<file path="config.mk">
export PLATFORM = sky130hd
export DESIGN_NAME = reg_scoreboard
export DESIGN_NICKNAME = d
export VERILOG_FILES = /design/src/rtl/reg_scoreboard_pkg.sv /design/src/rtl/sb_fu_slot.sv /design/src/rtl/reg_scoreboard.sv
export SDC_FILE = /design/constraint.sdc
export NUM_CORES = 1
export LEC_CHECK = 0
export ABC_AREA = 1
export BUFFER_PORTS_ARGS = -buffer_cell sky130_fd_sc_hd__buf_4
export CELL_PAD_IN_SITES_DETAIL_PLACEMENT = 1
export CELL_PAD_IN_SITES_GLOBAL_PLACEMENT = 2
export CORE_ASPECT_RATIO = 1.25
export CORE_MARGIN = 8
export CORE_UTILIZATION = 32
export CTS_CLUSTER_SIZE = 28
export DETAILED_ROUTE_END_ITERATION = 10
export HOLD_SLACK_MARGIN = 0.15
export PLACE_DENSITY = 0.95
export SYNTH_ARGS = -nofsm -noshare
export SYNTH_HDL_FRONTEND = slang
export SYNTH_HIERARCHICAL = 1
export SYNTH_SLANG_ARGS = --single-unit
</file>
<file path="constraint.sdc">
create_clock -name clk -period 6.39 [get_ports clk]
set_input_delay 1.278 -clock clk [delete_from_list [all_inputs] [get_ports clk]]
set_output_delay 1.278 -clock clk [all_outputs]
set_load 0.005 [all_outputs]
</file>
<file path="src/rtl/reg_scoreboard_pkg.sv">
// Shared constants for the register scoreboard: FU encodings, default
// writeback latencies and the number of functional-unit slots.
package reg_scoreboard_pkg;

    localparam int NUM_FU = 4;

    typedef enum logic [1:0] {
        FU_ALU = 2'd0,
        FU_MEM = 2'd1,
        FU_MUL = 2'd2,
        FU_DIV = 2'd3
    } fu_e;

    localparam int DEF_LAT_ALU = 1;
    localparam int DEF_LAT_MEM = 2;
    localparam int DEF_LAT_MUL = 4;
    localparam int DEF_LAT_DIV = 8;

endpackage

</file>
<file path="src/rtl/sb_fu_slot.sv">
// One in-flight slot of the scoreboard: holds destination register and a
// countdown to writeback eligibility for a single functional unit.
module sb_fu_slot (
    input  logic       clk,
    input  logic       rst,
    input  logic       load,
    input  logic [4:0] load_rd,
    input  logic [3:0] load_cnt,
    input  logic       grant,
    output logic       valid,
    output logic [4:0] rd,
    output logic [3:0] cnt
);

    // load only arrives while the slot is empty and grant only while it is
    // full, so the two never collide; cnt saturates at 0 while awaiting grant.
    always_ff @(posedge clk or posedge rst) begin
        if (rst) begin
            valid <= 1'b0;
            rd    <= 5'd0;
            cnt   <= 4'd0;
        end else if (load) begin
            valid <= 1'b1;
            rd    <= load_rd;
            cnt   <= load_cnt;
        end else if (grant) begin
            valid <= 1'b0;
        end else if (valid && cnt != 4'd0) begin
            cnt <= cnt - 4'd1;
        end
    end

endmodule

</file>
<file path="src/rtl/reg_scoreboard.sv">
// In-order issue scoreboard: detects RAW/WAW/structural hazards at issue and
// arbitrates one writeback per cycle among four fixed-latency FU slots.
module reg_scoreboard
    import reg_scoreboard_pkg::*;
#(
    parameter int LAT_ALU = DEF_LAT_ALU,
    parameter int LAT_MEM = DEF_LAT_MEM,
    parameter int LAT_MUL = DEF_LAT_MUL,
    parameter int LAT_DIV = DEF_LAT_DIV
) (
    input  logic        clk,
    input  logic        rst,
    input  logic        issue_valid,
    input  logic [1:0]  issue_fu,
    input  logic [4:0]  issue_rd,
    input  logic [4:0]  rs1_ID,
    input  logic [4:0]  rs2_ID,
    input  logic        rs1use_ID,
    input  logic        rs2use_ID,
    output logic        issue_ready,
    output logic        stall_raw,
    output logic        stall_waw,
    output logic        stall_struct,
    output logic        wb_valid,
    output logic [4:0]  wb_rd,
    output logic [1:0]  wb_fu,
    output logic [31:0] busy_vec
);

    logic [NUM_FU-1:0] slot_valid;
    logic [4:0]        slot_rd  [NUM_FU];
    logic [3:0]        slot_cnt [NUM_FU];
    logic [NUM_FU-1:0] slot_load;
    logic [NUM_FU-1:0] slot_grant;
    logic [3:0]        load_cnt;
    logic              accept;

    function automatic logic [3:0] lat_m1(input logic [1:0] fu);
        case (fu)
            FU_ALU:  return 4'(LAT_ALU - 1);
            FU_MEM:  return 4'(LAT_MEM - 1);
            FU_MUL:  return 4'(LAT_MUL - 1);
            default: return 4'(LAT_DIV - 1);
        endcase
    endfunction

    // Handshake: an instruction is taken on a rising edge where issue_valid
    // and issue_ready are both high. issue_ready depends only on slot state
    // and the ID-stage fields, never on issue_valid, so ID may sample it freely.
    always_comb begin
        busy_vec = '0;
        for (int f = 0; f < NUM_FU; f++) begin
            if (slot_valid[f]) busy_vec[slot_rd[f]] = 1'b1;
        end
        busy_vec[0] = 1'b0;
    end

    always_comb begin
        stall_raw    = (rs1use_ID && rs1_ID != 5'd0 && busy_vec[rs1_ID]) ||
                       (rs2use_ID && rs2_ID != 5'd0 && busy_vec[rs2_ID]);
        stall_waw    = (issue_rd != 5'd0) && busy_vec[issue_rd];
        stall_struct = slot_valid[issue_fu];
        issue_ready  = !(stall_raw || stall_waw || stall_struct);
        accept       = issue_valid && issue_ready;
        load_cnt     = lat_m1(issue_fu);
        slot_load    = '0;
        if (accept) slot_load[issue_fu] = 1'b1;
    end

    // Fixed priority: scanning from the top down leaves the lowest index.
    always_comb begin
        wb_valid   = 1'b0;
        wb_rd      = 5'd0;
        wb_fu      = 2'd0;
        slot_grant = '0;
        for (int f = NUM_FU - 1; f >= 0; f--) begin
            if (slot_valid[f] && slot_cnt[f] == 4'd0) begin
                wb_valid = 1'b1;
                wb_rd    = slot_rd[f];
                wb_fu    = 2'(f);
            end
        end
        if (wb_valid) slot_grant[wb_fu] = 1'b1;
    end

    for (genvar g = 0; g < NUM_FU; g++) begin : g_slot
        sb_fu_slot u_slot (
            .clk      (clk),
            .rst      (rst),
            .load     (slot_load[g]),
            .load_rd  (issue_rd),
            .load_cnt (load_cnt),
            .grant    (slot_grant[g]),
            .valid    (slot_valid[g]),
            .rd       (slot_rd[g]),
            .cnt      (slot_cnt[g])
        );
    end

endmodule

</file>
==> results.json, run 1 <==
{
  "outcome": "finished clean",
  "grt_setup_unrepaired": "false",
  "dr.pass1.iters": 5,
  "fill_cells": 2047,
  "fin_skew_ns": 0.002414,
  "cts_buffers": 5,
  "reg2reg_slack_ns": 2.59,
  "finalSetupViolCount": 0,
  "die_area_um2": 18810,
  "post_cts_resized": 0,
  "grt_pass1_vias": 5985,
  "cts_root_buf": "clkbuf_16",
  "synth_edf_count": 0,
  "arrival_ns": 2.94,
  "ys_types": 36,
  "ir_drop_mv": 0.2078,
  "crit_path_start_kind": "primary input",
  "synth_ff_type": "dfrtp_1",
  "cts.path.max_buffers": 2,
  "fp.dieW_um": 124.3,
  "yosysTopAreaCell": "nand2_1",
  "endpoint_kind": "primary output",
  "antenna_left": 0,
  "ys_seq_area_frac": 0.2134,
  "worst_pin_slew_ns": 1.093,
  "syn_inst": 875,
  "path_clk_slew_ns": 0.06,
  "clock-sinks": 40,
  "yosysMostFrequentCell": "nand2_1",
  "synth_seq_cells": 40,
  "layout-drive-gt1-share": 0.1341,
  "io_buffers": 64,
  "pin_count": 66,
  "p_per_area_nw_per_um2": 427.2,
  "ctsHoldBuffers": 0,
  "antenna_found_initial": 0,
  "maxCapViolations": 0,
  "crit_type": "in2out",
  "drc": 0,
  "diodes": 0,
  "final_area_um2": 5441,
  "netlist_area_um2": 4689,
  "period_needed_ns": 4.219,
  "p_total_w": 0.002325,
  "fin_crit_sh": 0.6602,
  "dpl.hpwl_mm": 16.39,
  "drtIter0Drc": 344,
  "yosysWarnings": 6,
  "fin_setup_tns_ns": 0,
  "cp_max_fo": 17,
  "slew_headroom": 0.2684,
  "netlist.area_leader.share": 0.2249,
  "pre_cts_ws_ns": 1.941,
  "hp-class": "reg2reg",
  "stdcell_count": 1110,
  "insertion_delay_ns": 0.29,
  "overflow": 0,
  "finalHoldViolations": 0,
  "drt-total-wl_mm": 20.31,
  "num_vias": 5897,
  "synthToLayoutAreaGrowth_pct": 16.04,
  "gp_congestion": 0.9451,
  "synthTopCellsByCount": "nand2_1 (281), nor2_1 (241), nand3_1 (113)",
  "worst-path-buf-inv": 3,
  "drv_slew": 0,
  "die_h_um": 151.3,
  "viasPerCell": 5.313,
  "initial_utilization": 0.3269,
  "core_um2": 14350,
  "htreeDepth": 2,
  "setup_ws_ns": 2.171,
  "critPathMostFrequentCell": "nand2_1",
  "fmax_mhz": 237.0,
  "final_nets": 957,
  "path_cells": "buf_4 > inv_1 > nand3_1 > nand3_1 > o21ai_1 > nand2_1 > nand2_1 > nand2_1 > nand2_1 > nand3b_1 > nand2_1 > nor3_1 > buf_4",
  "dpl_cell_area_um2": 5295,
  "leakage_nw": 2.722,
  "grtUsageTotal": 0.2160,
  "cpMaxStageDelayCell": "inv_1",
  "rows": 49,
  "cpPeakStageDelay_ns": 0.40,
  "grt_max_degree": 18,
  "ys_async_sr_fraction": 1.000,
  "synth_area_per_cell_um2": 5.359,
  "cts_tree": "yes",
  "grt_pass1_wl_mm": 32.52,
  "post_cts_buffers": 0,
  "path_delay_family": "simple AND/OR/NAND/NOR gates",
  "required_ns": 5.11,
  "synth_area_leaders": "nand2_1 (22%), dfrtp_1 (21%), nor2_1 (19%), nand3_1 (12%), inv_1 (5.0%)",
  "wl_per_cell_um": 18.30,
  "dp_cells": 1102
}
flip-flops by register name, summed over array words and instances, names as in the netlist:
signal and flops:
g_slot.u_slot/cnt 16, g_slot.u_slot/rd 20, g_slot.u_slot/valid 4
cell type report:
cell class,instances,area [um2],area share
timing repair buffer,64,480.5,0.08830
tap,178,222.7,0.04093
clock buffer,8,146.4,0.02690
inverter,81,304.0,0.05587
sequential,40,1001,0.1840
multi-input combinational,739,3287,0.6040
power breakdown:
part / total [W] / internal (W) / leakage, nW / switching, W
clock network: 0.000260 / 0.000156 / 0.0712 / 0.000104
registers: 0.000648 / 0.000382 / 0.500 / 0.000267
logic: 0.00142 / 0.000491 / 2.15 / 0.000926
path summary, 6_finish.rpt:
check	cells past startpoint	startpoint	endpoint
setup / recovery	13	rs2_ID[0]	issue_ready
hold / removal	2	g_slot[0].u_slot/cnt[3]	g_slot[0].u_slot/cnt[3]
setup reg to reg	19	g_slot[1].u_slot/valid	g_slot[0].u_slot/cnt[3]
hold reg to reg	2	g_slot[0].u_slot/cnt[3]	g_slot[0].u_slot/cnt[3]
max in group asynchronous	2	rst	g_slot[3].u_slot/rd[0]
min in group asynchronous	2	rst	g_slot[0].u_slot/cnt[3]
per-layer routing:
metal	vias to the layer above	wire [um]	GRT usage
met4	0	1211	0.1346
met5	-	0	0
met3	67	1025	0.03221
met2	190	9768	0.3747
li1	2850	-	-
met1	2790	8304	0.2471
worst register-to-register path, cell delays in order (launching register included):
cell and delay [ns]:
dfrtp_1 0.49, nand3_1 0.42, nor2_1 0.10, nor2_1 0.23, nand2_1 0.16, nand2_1 0.09, nand3_1 0.10, nand2_1 0.09
nand3_1 0.06, nand3_1 0.11, nand2_2 0.09, nor2_2 0.09, nand4_2 0.17, nor2_1 0.86, inv_2 0.25, nand2_4 0.16
nand2_4 0.09, nor2_2 0.09, nand2_1 0.05, nand2_1 0.05
metrics by stage:
stage | util | hold WS (ns)
final | 0.3793 | 0.5496
after global routing | 0.3793 | 0.5946
after CTS | 0.3793 | 0.5509
after detailed placement | 0.3691 | 0.5350
after global placement | 0.3691 | 0.5314
after floorplan | - | 0.4940
kinds of logic (layout without fill, tap and decap cells):
logic type / after synthesis / after routing / synth area share
other: 1 / 5 / 0.0007997
adders and majority gates: 4 / 4 / 0.01067
and+or+nand+nor: 689 / 689 / 0.6339
DFF: 40 / 40 / 0.2134
buffers and inverters: 100 / 153 / 0.08885
AOI/OAI and AO/OA: 41 / 41 / 0.05229
cell usage in the layout, fill, tap and decap left out, types with 2 or more instances in the layout:
master,instances
nand2_1,281
nor2_1,241
nand3_1,113
buf_4,64
inv_1,62
dfrtp_1,40
inv_2,16
nor2_2,13
nand3_2,12
o21ai_1,10
a21oi_1,9
nand2_4,8
o21ai_0,7
a221oi_1,5
conb_1,5
clkbuf_16,5
nor3_1,4
nand4_1,4
o22ai_1,4
o21a_1,4
nor2_4,4
ha_1,4
clkinv_1,3
and2_1,2
nand3b_1,2
clkbuf_1,2
Power figures use the tool's default switching activity.
==> inputs of run 2 (changes only) <==
ABC_AREA = 0   (was 1)
CORE_UTILIZATION = 31   (was 32)
PLACE_DENSITY = 0.89   (was 0.95)
clock period = 3.7 ns   (was 6.39 ns; I/O delays follow)
==> run 2 against run 1 <==
Effect of this change:
- clock skew up 0.0026 ns
- synthesized cell count is 35% lower
- design area is 14% higher
- worst hold slack worse by 0.074 ns
- utilization up 5.4 points
- the flow now finishes with violations (setup timing)
==> results.json, run 2 <==
{
  "outcome": "finished with violations",
  "violations": "setup timing",
  "hp-class": "in2async",
  "yosysMostFrequentCell": "inv_1",
  "diodes": 0,
  "ys_seq_area_frac": 0.2224,
  "fin_skew_ns": 0.004983,
  "ys_types": 71,
  "yosysTopAreaCell": "dfrtp_1",
  "synth_edf_count": 0,
  "synthToLayoutAreaGrowth_pct": 37.39,
  "core_um2": 14290,
  "final_area_um2": 6183,
  "antenna_found_initial": 0,
  "fp.dieW_um": 123.8,
  "top_register": "g_slot.u_slot/rd",
  "grtUsageMet1": 0.2202,
  "hold_slack_ns": 0.4756,
  "wl_per_cell_um": 24.03,
  "reg_top3": "g_slot.u_slot/rd: 20 flops, g_slot.u_slot/cnt: 16 flops, g_slot.u_slot/valid: 4 flops",
  "layout_commonest_cell": "buf_4",
  "pin_count": 66,
  "layout-drive-gt1-share": 0.4058,
  "die_h_um": 150.7,
  "yosysWarnings": 6,
  "overflow": 0,
  "cts_root_buf": "clkbuf_16",
  "setup_ws_ns": -0.06389,
  "syn_inst": 568,
  "synth_ff_type": "dfrtp_1",
  "cts_buffers": 5,
  "ir_drop_mv": 0.4214,
  "drv_slew": 0,
  "crit_type": "reg2out",
  "path_clk_slew_ns": 0.06,
  "cts.path.max_buffers": 2,
  "ys_async_sr_fraction": 1.000,
  "period_needed_ns": 3.764,
  "grt_pass1_wl_mm": 31.26,
  "top_usage_layer": "met2",
  "drtIter0Drc": 350,
  "dr.pass1.iters": 5,
  "path_delay_family": "compound AO/OA/AOI/OAI gates",
  "cpPeakStageDelay_ns": 0.46,
  "p_per_area_nw_per_um2": 722.9,
  "grtUsageTotal": 0.2183,
  "fill_cells": 1712,
  "synth_seq_cells": 40,
  "regArea_um2": 1022,
  "maxCapViolations": 0,
  "grt_pass1_vias": 5736,
  "initial_utilization": 0.3151,
  "crit_path_start_kind": "flop",
  "synth_area_per_cell_um2": 7.924,
  "slew_headroom": 0.6161,
  "leakage_nw": 2.639,
  "fin_crit_sh": 1.017,
  "path_cells": "nand4_1 > buf_4 > buf_4 > o22ai_1 > nor2_1 > o311ai_0 > a311o_1 > o2111ai_2 > o211ai_4 > nor3_2 > buf_4",
  "largest_reg_flops": 20,
  "drt-total-wl_mm": 20.86,
  "use_met2": 0.3964,
  "fmax_mhz": 265.7,
  "use_met3": 0.03527,
  "layout_common_cells": "buf_4 (138), inv_1 (48), nor2_1 (41), nand2_1 (39), nor3_1 (29)",
  "die_area_um2": 18650,
  "ff2ff_path_depth": 13,
  "dpl.hpwl_mm": 16.23,
  "viasPerCell": 6.177,
  "drc": 0,
  "arrival_ns": 3.02,
  "cts_tree": "yes",
  "finalHoldViolations": 0,
  "grt_setup_unrepaired": "true",
  "synthTopCellsByCount": "inv_1 (48), nor2_1 (46), o22ai_1 (42)",
  "final_nets": 715,
  "dpl_cell_area_um2": 5376,
  "cpMaxStageDelayCell": "dfrtp_2",
  "ctsHoldBuffers": 0,
  "worst_pin_slew_ns": 0.5744,
  "htreeDepth": 2,
  "cp.depth": 11,
  "clock-sinks": 40,
  "num_vias": 5362,
  "io_buffers": 64,
  "finalSetupViolCount": 2,
  "endpoint_kind": "primary output",
  "rows": 49,
  "grt_max_degree": 19,
  "critPathMostFrequentCell": "buf_4",
  "multi_input_area_um2": 3530,
  "required_ns": 2.96,
  "synth_area_leaders": "dfrtp_1 (22%), o22ai_1 (5.8%), mux2_2 (5.8%), inv_1 (4.0%), nor2_1 (3.8%)",
  "worst-path-buf-inv": 3,
  "antenna_left": 0,
  "insertion_delay_ns": 0.29,
  "cp_max_fo": 8,
  "netlist_area_um2": 4501,
  "gp_congestion": 0.9781,
  "fin_setup_tns_ns": -0.1074,
  "netlist.area_leader.share": 0.2224
}
## run 2: cell count changes after synthesis, sizes merged, moves of 12 or more
| cell | previous run | this run |
|---|---|---|
| nand2 | 290 | 41 |
| or2 | 0 | 12 |
| inv | 78 | 49 |
| nand3 | 125 | 13 |
| o22ai | 4 | 42 |
| nor3 | 4 | 30 |
| nand2b | 0 | 20 |
| nor2b | 0 | 16 |
| mux2 | 0 | 23 |
| nor2 | 258 | 46 |
## run 2: logic make-up after synthesis
kind of cell | Yosys count | share of synthesized area
buffers and inverters | 79 | 0.07200
other | 1 | 0.0008332
flip-flops | 40 | 0.2224
multiplexers | 32 | 0.09425
adder cells (fa/ha/maj) | 4 | 0.01112
AND/OR/NAND/NOR | 247 | 0.3289
AO/OA/AOI/OAI | 165 | 0.2705
## run 2: worst paths after layout
path | from | end | slack, ns
setup / recovery | g_slot[1].u_slot/rd[2] | issue_ready | -0.06
setup reg to reg | g_slot[1].u_slot/rd[2] | g_slot[1].u_slot/rd[0] | 0.12
min in group clk | g_slot[1].u_slot/cnt[3] | g_slot[1].u_slot/cnt[3] | 0.60
max in group asynchronous | rst | g_slot[1].u_slot/rd[2] | 2.87
hold reg to reg | g_slot[1].u_slot/cnt[3] | g_slot[1].u_slot/cnt[3] | 0.60
hold / removal | rst | g_slot[3].u_slot/rd[0] | 0.48
## run 2: cell type report
cell class,instances,share of cell area
inverters,49,0.02974
multi-input cells,453,0.5708
repair buffers,140,0.1716
well taps,178,0.03602
flip-flops and latches,40,0.1653
clock inverters,2,0.005666
clock buffers,6,0.02084
## run 2: stage by stage
| stage | power (W) | util | worst slack [ns] | instances |
|---|---|---|---|---|
| 3_3_place_gp | 0.003306 | 0.3764 | 0.06238 | 822 |
| 6_report | 0.004470 | 0.4329 | -0.06389 | 868 |
| 2_1_floorplan | 0.002431 | - | 0.3171 | 572 |
| 5_1_grt | 0.004741 | 0.4329 | -0.1709 | 868 |
| 4_1_cts | 0.004265 | 0.4142 | -0.008495 | 852 |
| 3_5_place_dp | 0.003440 | 0.3764 | -0.01569 | 822 |
## run 2: worst register-to-register path: cells and delay by family (launching register included)
family / cells / cell delay (ns)
AO/OA/AOI/OAI: 5 / 1.04
AND/OR/NAND/NOR: 3 / 0.93
buffers and inverters: 4 / 0.68
flip-flops: 1 / 0.46
multiplexers: 1 / 0.35
## run 2: where the power goes
| group | internal (W) | switching (W) | total [W] |
|---|---|---|---|
| Sequential | 0.000671 | 0.000391 | 0.00106 |
| Combinational | 0.00141 | 0.00151 | 0.00292 |
| Clock | 0.000317 | 0.000172 | 0.000489 |
| Total | 0.00240 | 0.00207 | 0.00447 |
## run 2: repair_timing
action                     4_1_cts  5_1_grt
pin swaps                        8       20
setup endpoints to repair        4       24
setup buffers                   22       16
resized for setup               56       34
## run 2: per-layer routing
| layer | vias to the layer above | share of wire |
|---|---|---|
| met4 | 0 | 0.059 |
| met5 | - | 0 |
| li1 | 2414 | - |
| met2 | 217 | 0.51 |
| met3 | 80 | 0.055 |
| met1 | 2651 | 0.37 |
==> inputs of run 3 (changes only) <==
ABC_AREA = 1   (was 0)
CAP_MARGIN = 20   (was default)
CORE_UTILIZATION = 27   (was 31)
PLACE_DENSITY = 0.9   (was 0.89)
==> run 3 against run 2 <==
Effect of this change:
- the run now ends clean
- clock-buffer cell count shrank 1
- register-to-register slack better by 0.24 ns
- final cell count rose by 35%
- combinational power fell by 12%
- flip-flop and latch count stayed put
- worst hold slack better by 0.0034 ns
- first-iteration DRC count up 0.57%
- clock power up 2%
- sequential power rose by 5%
==> results.json, run 3 (synthesis gave the netlist of run 1 again) <==
{
  "outcome": "finished clean",
  "critPathMostFrequentCell": "nand2_1",
  "layout-drive-gt1-share": 0.1504,
  "period_needed_ns": 3.496,
  "pre_cts_ws_ns": 0.2224,
  "antenna_found_initial": 0,
  "viasPerCell": 5.090,
  "finalSetupViolCount": 0,
  "dpl_cell_area_um2": 5443,
  "initial_utilization": 0.2722,
  "cp_max_fo": 6,
  "worst_pin_slew_ns": 0.6107,
  "maxCapViolations": 0,
  "die_h_um": 163.3,
  "p_per_area_nw_per_um2": 743.6,
  "regArea_um2": 1001,
  "wl_per_cell_um": 18.39,
  "fin_crit_sh": 0.9447,
  "final_area_um2": 5625,
  "fin_setup_tns_ns": 0,
  "die_area_um2": 21870,
  "final_nets": 969,
  "dpl.hpwl_mm": 17.14,
  "layout_commonest_cell": "nand2_1",
  "synthToLayoutAreaGrowth_pct": 19.96,
  "hold_slack_ns": 0.4790,
  "overflow": 0,
  "num_vias": 5945,
  "cts.path.max_buffers": 2,
  "cts_tree": "yes",
  "drc": 0,
  "top_register": "g_slot.u_slot/rd",
  "endpoint_kind": "primary output",
  "cpMaxStageDelayCell": "dfrtp_1",
  "finalHoldViolations": 0,
  "grt_pass1_wl_mm": 34.00,
  "htreeDepth": 2,
  "rows": 54,
  "required_ns": 2.96,
  "leakage_nw": 2.795,
  "pin_count": 66,
  "drtIter0Drc": 352,
  "cts_buffers": 5,
  "grt_pass1_vias": 6174,
  "cpPeakStageDelay_ns": 0.53,
  "diodes": 0,
  "ir_drop_mv": 0.4445,
  "arrival_ns": 2.76,
  "insertion_delay_ns": 0.29,
  "reg_top3": "g_slot.u_slot/rd: 20 flops, g_slot.u_slot/cnt: 16 flops, g_slot.u_slot/valid: 4 flops",
  "core_um2": 17230,
  "cts_root_buf": "clkbuf_16",
  "crit_type": "reg2out",
  "path_clk_slew_ns": 0.06,
  "largest_reg_flops": 20,
  "p_total_w": 0.004183,
  "drt-total-wl_mm": 21.47,
  "antenna_left": 0,
  "dr.pass1.iters": 6,
  "gp_congestion": 0.8845,
  "drv_slew": 0,
  "multi_input_area_um2": 3302,
  "path_cells": "inv_1 > nand3_1 > buf_4 > nor2_1 > nor2_1 > nand2_1 > nand2_1 > nand3_1 > nand3_1 > nand3_1 > nand2_1 > nand2_1 > nand3b_1 > nand2_1 > nor3_1 > buf_4",
  "io_buffers": 64,
  "grt_max_degree": 18,
  "layout_common_cells": "nand2_1 (281), nor2_1 (241), nand3_1 (110), buf_4 (76), inv_1 (62)",
  "fp.dieW_um": 133.9,
  "hp-class": "in2async",
  "fin_skew_ns": 0.006661,
  "fmax_mhz": 286.1,
  "crit_path_start_kind": "flop",
  "setup_ws_ns": 0.2044,
  "fill_cells": 2379,
  "grt_setup_unrepaired": "false",
  "slew_headroom": 0.5914,
  "clock-sinks": 40,
  "grtUsageTotal": 0.1966
}
## run 3: layout make-up
cell class | count | area share
inverter | 81 | 0.05405
sequential | 40 | 0.1779
timing repair buffer | 76 | 0.1014
tap | 224 | 0.04982
clock inverter | 3 | 0.007562
clock buffer | 5 | 0.02224
multi-input combinational | 739 | 0.5870
## run 3: where the power goes
group / switching, W / leakage [nW] / internal [W]
Sequential: 0.000452 / 0.500 / 0.000659
Combinational: 0.00168 / 2.22 / 0.000890
Clock: 0.000181 / 0.0798 / 0.000317
Total: 0.00232 / 2.80 / 0.00187
## run 3: final timing paths
| path | start | cells after the start | slack (ns) | to |
|---|---|---|---|---|
| max in group asynchronous | rst | 2 | 2.91 | g_slot[1].u_slot/rd[0] |
| worst min register to register | g_slot[1].u_slot/cnt[1] | 2 | 0.55 | g_slot[1].u_slot/cnt[1] |
| worst max-delay path | g_slot[1].u_slot/rd[1] | 16 | 0.20 | issue_ready |
| worst min-delay path | rst | 2 | 0.48 | g_slot[2].u_slot/rd[1] |
| worst max register to register | g_slot[1].u_slot/rd[1] | 20 | 0.36 | g_slot[0].u_slot/cnt[0] |
| min in group clk | g_slot[1].u_slot/cnt[1] | 2 | 0.55 | g_slot[1].u_slot/cnt[1] |
## run 3: through the flow
stage                 util  cells
floorplan                -    879
global placement    0.3159   1160
detailed placement  0.3159   1160
CTS                 0.3256   1168
global route        0.3265   1168
finish              0.3265   1168
## run 3: what timing repair did
item	4_1_cts	5_1_grt
setup buffers	0	0
hold buffers	0	0
gates resized for setup	0	3
setup endpoints to repair	0	1
## run 3: routing by layer
metal | global-route usage | part of all wire
met3 | 0.03415 | 0.057
met5 | 0 | 0
met1 | 0.2214 | 0.40
met4 | 0.1171 | 0.051
met2 | 0.3417 | 0.49
## run 3: worst max-delay path: cells and delay by family (launching register included)
| family | cells | cell delay [ns] |
|---|---|---|
| buf+inv | 3 | 0.46 |
| flops | 1 | 0.53 |
| simple gates | 13 | 1.47 |
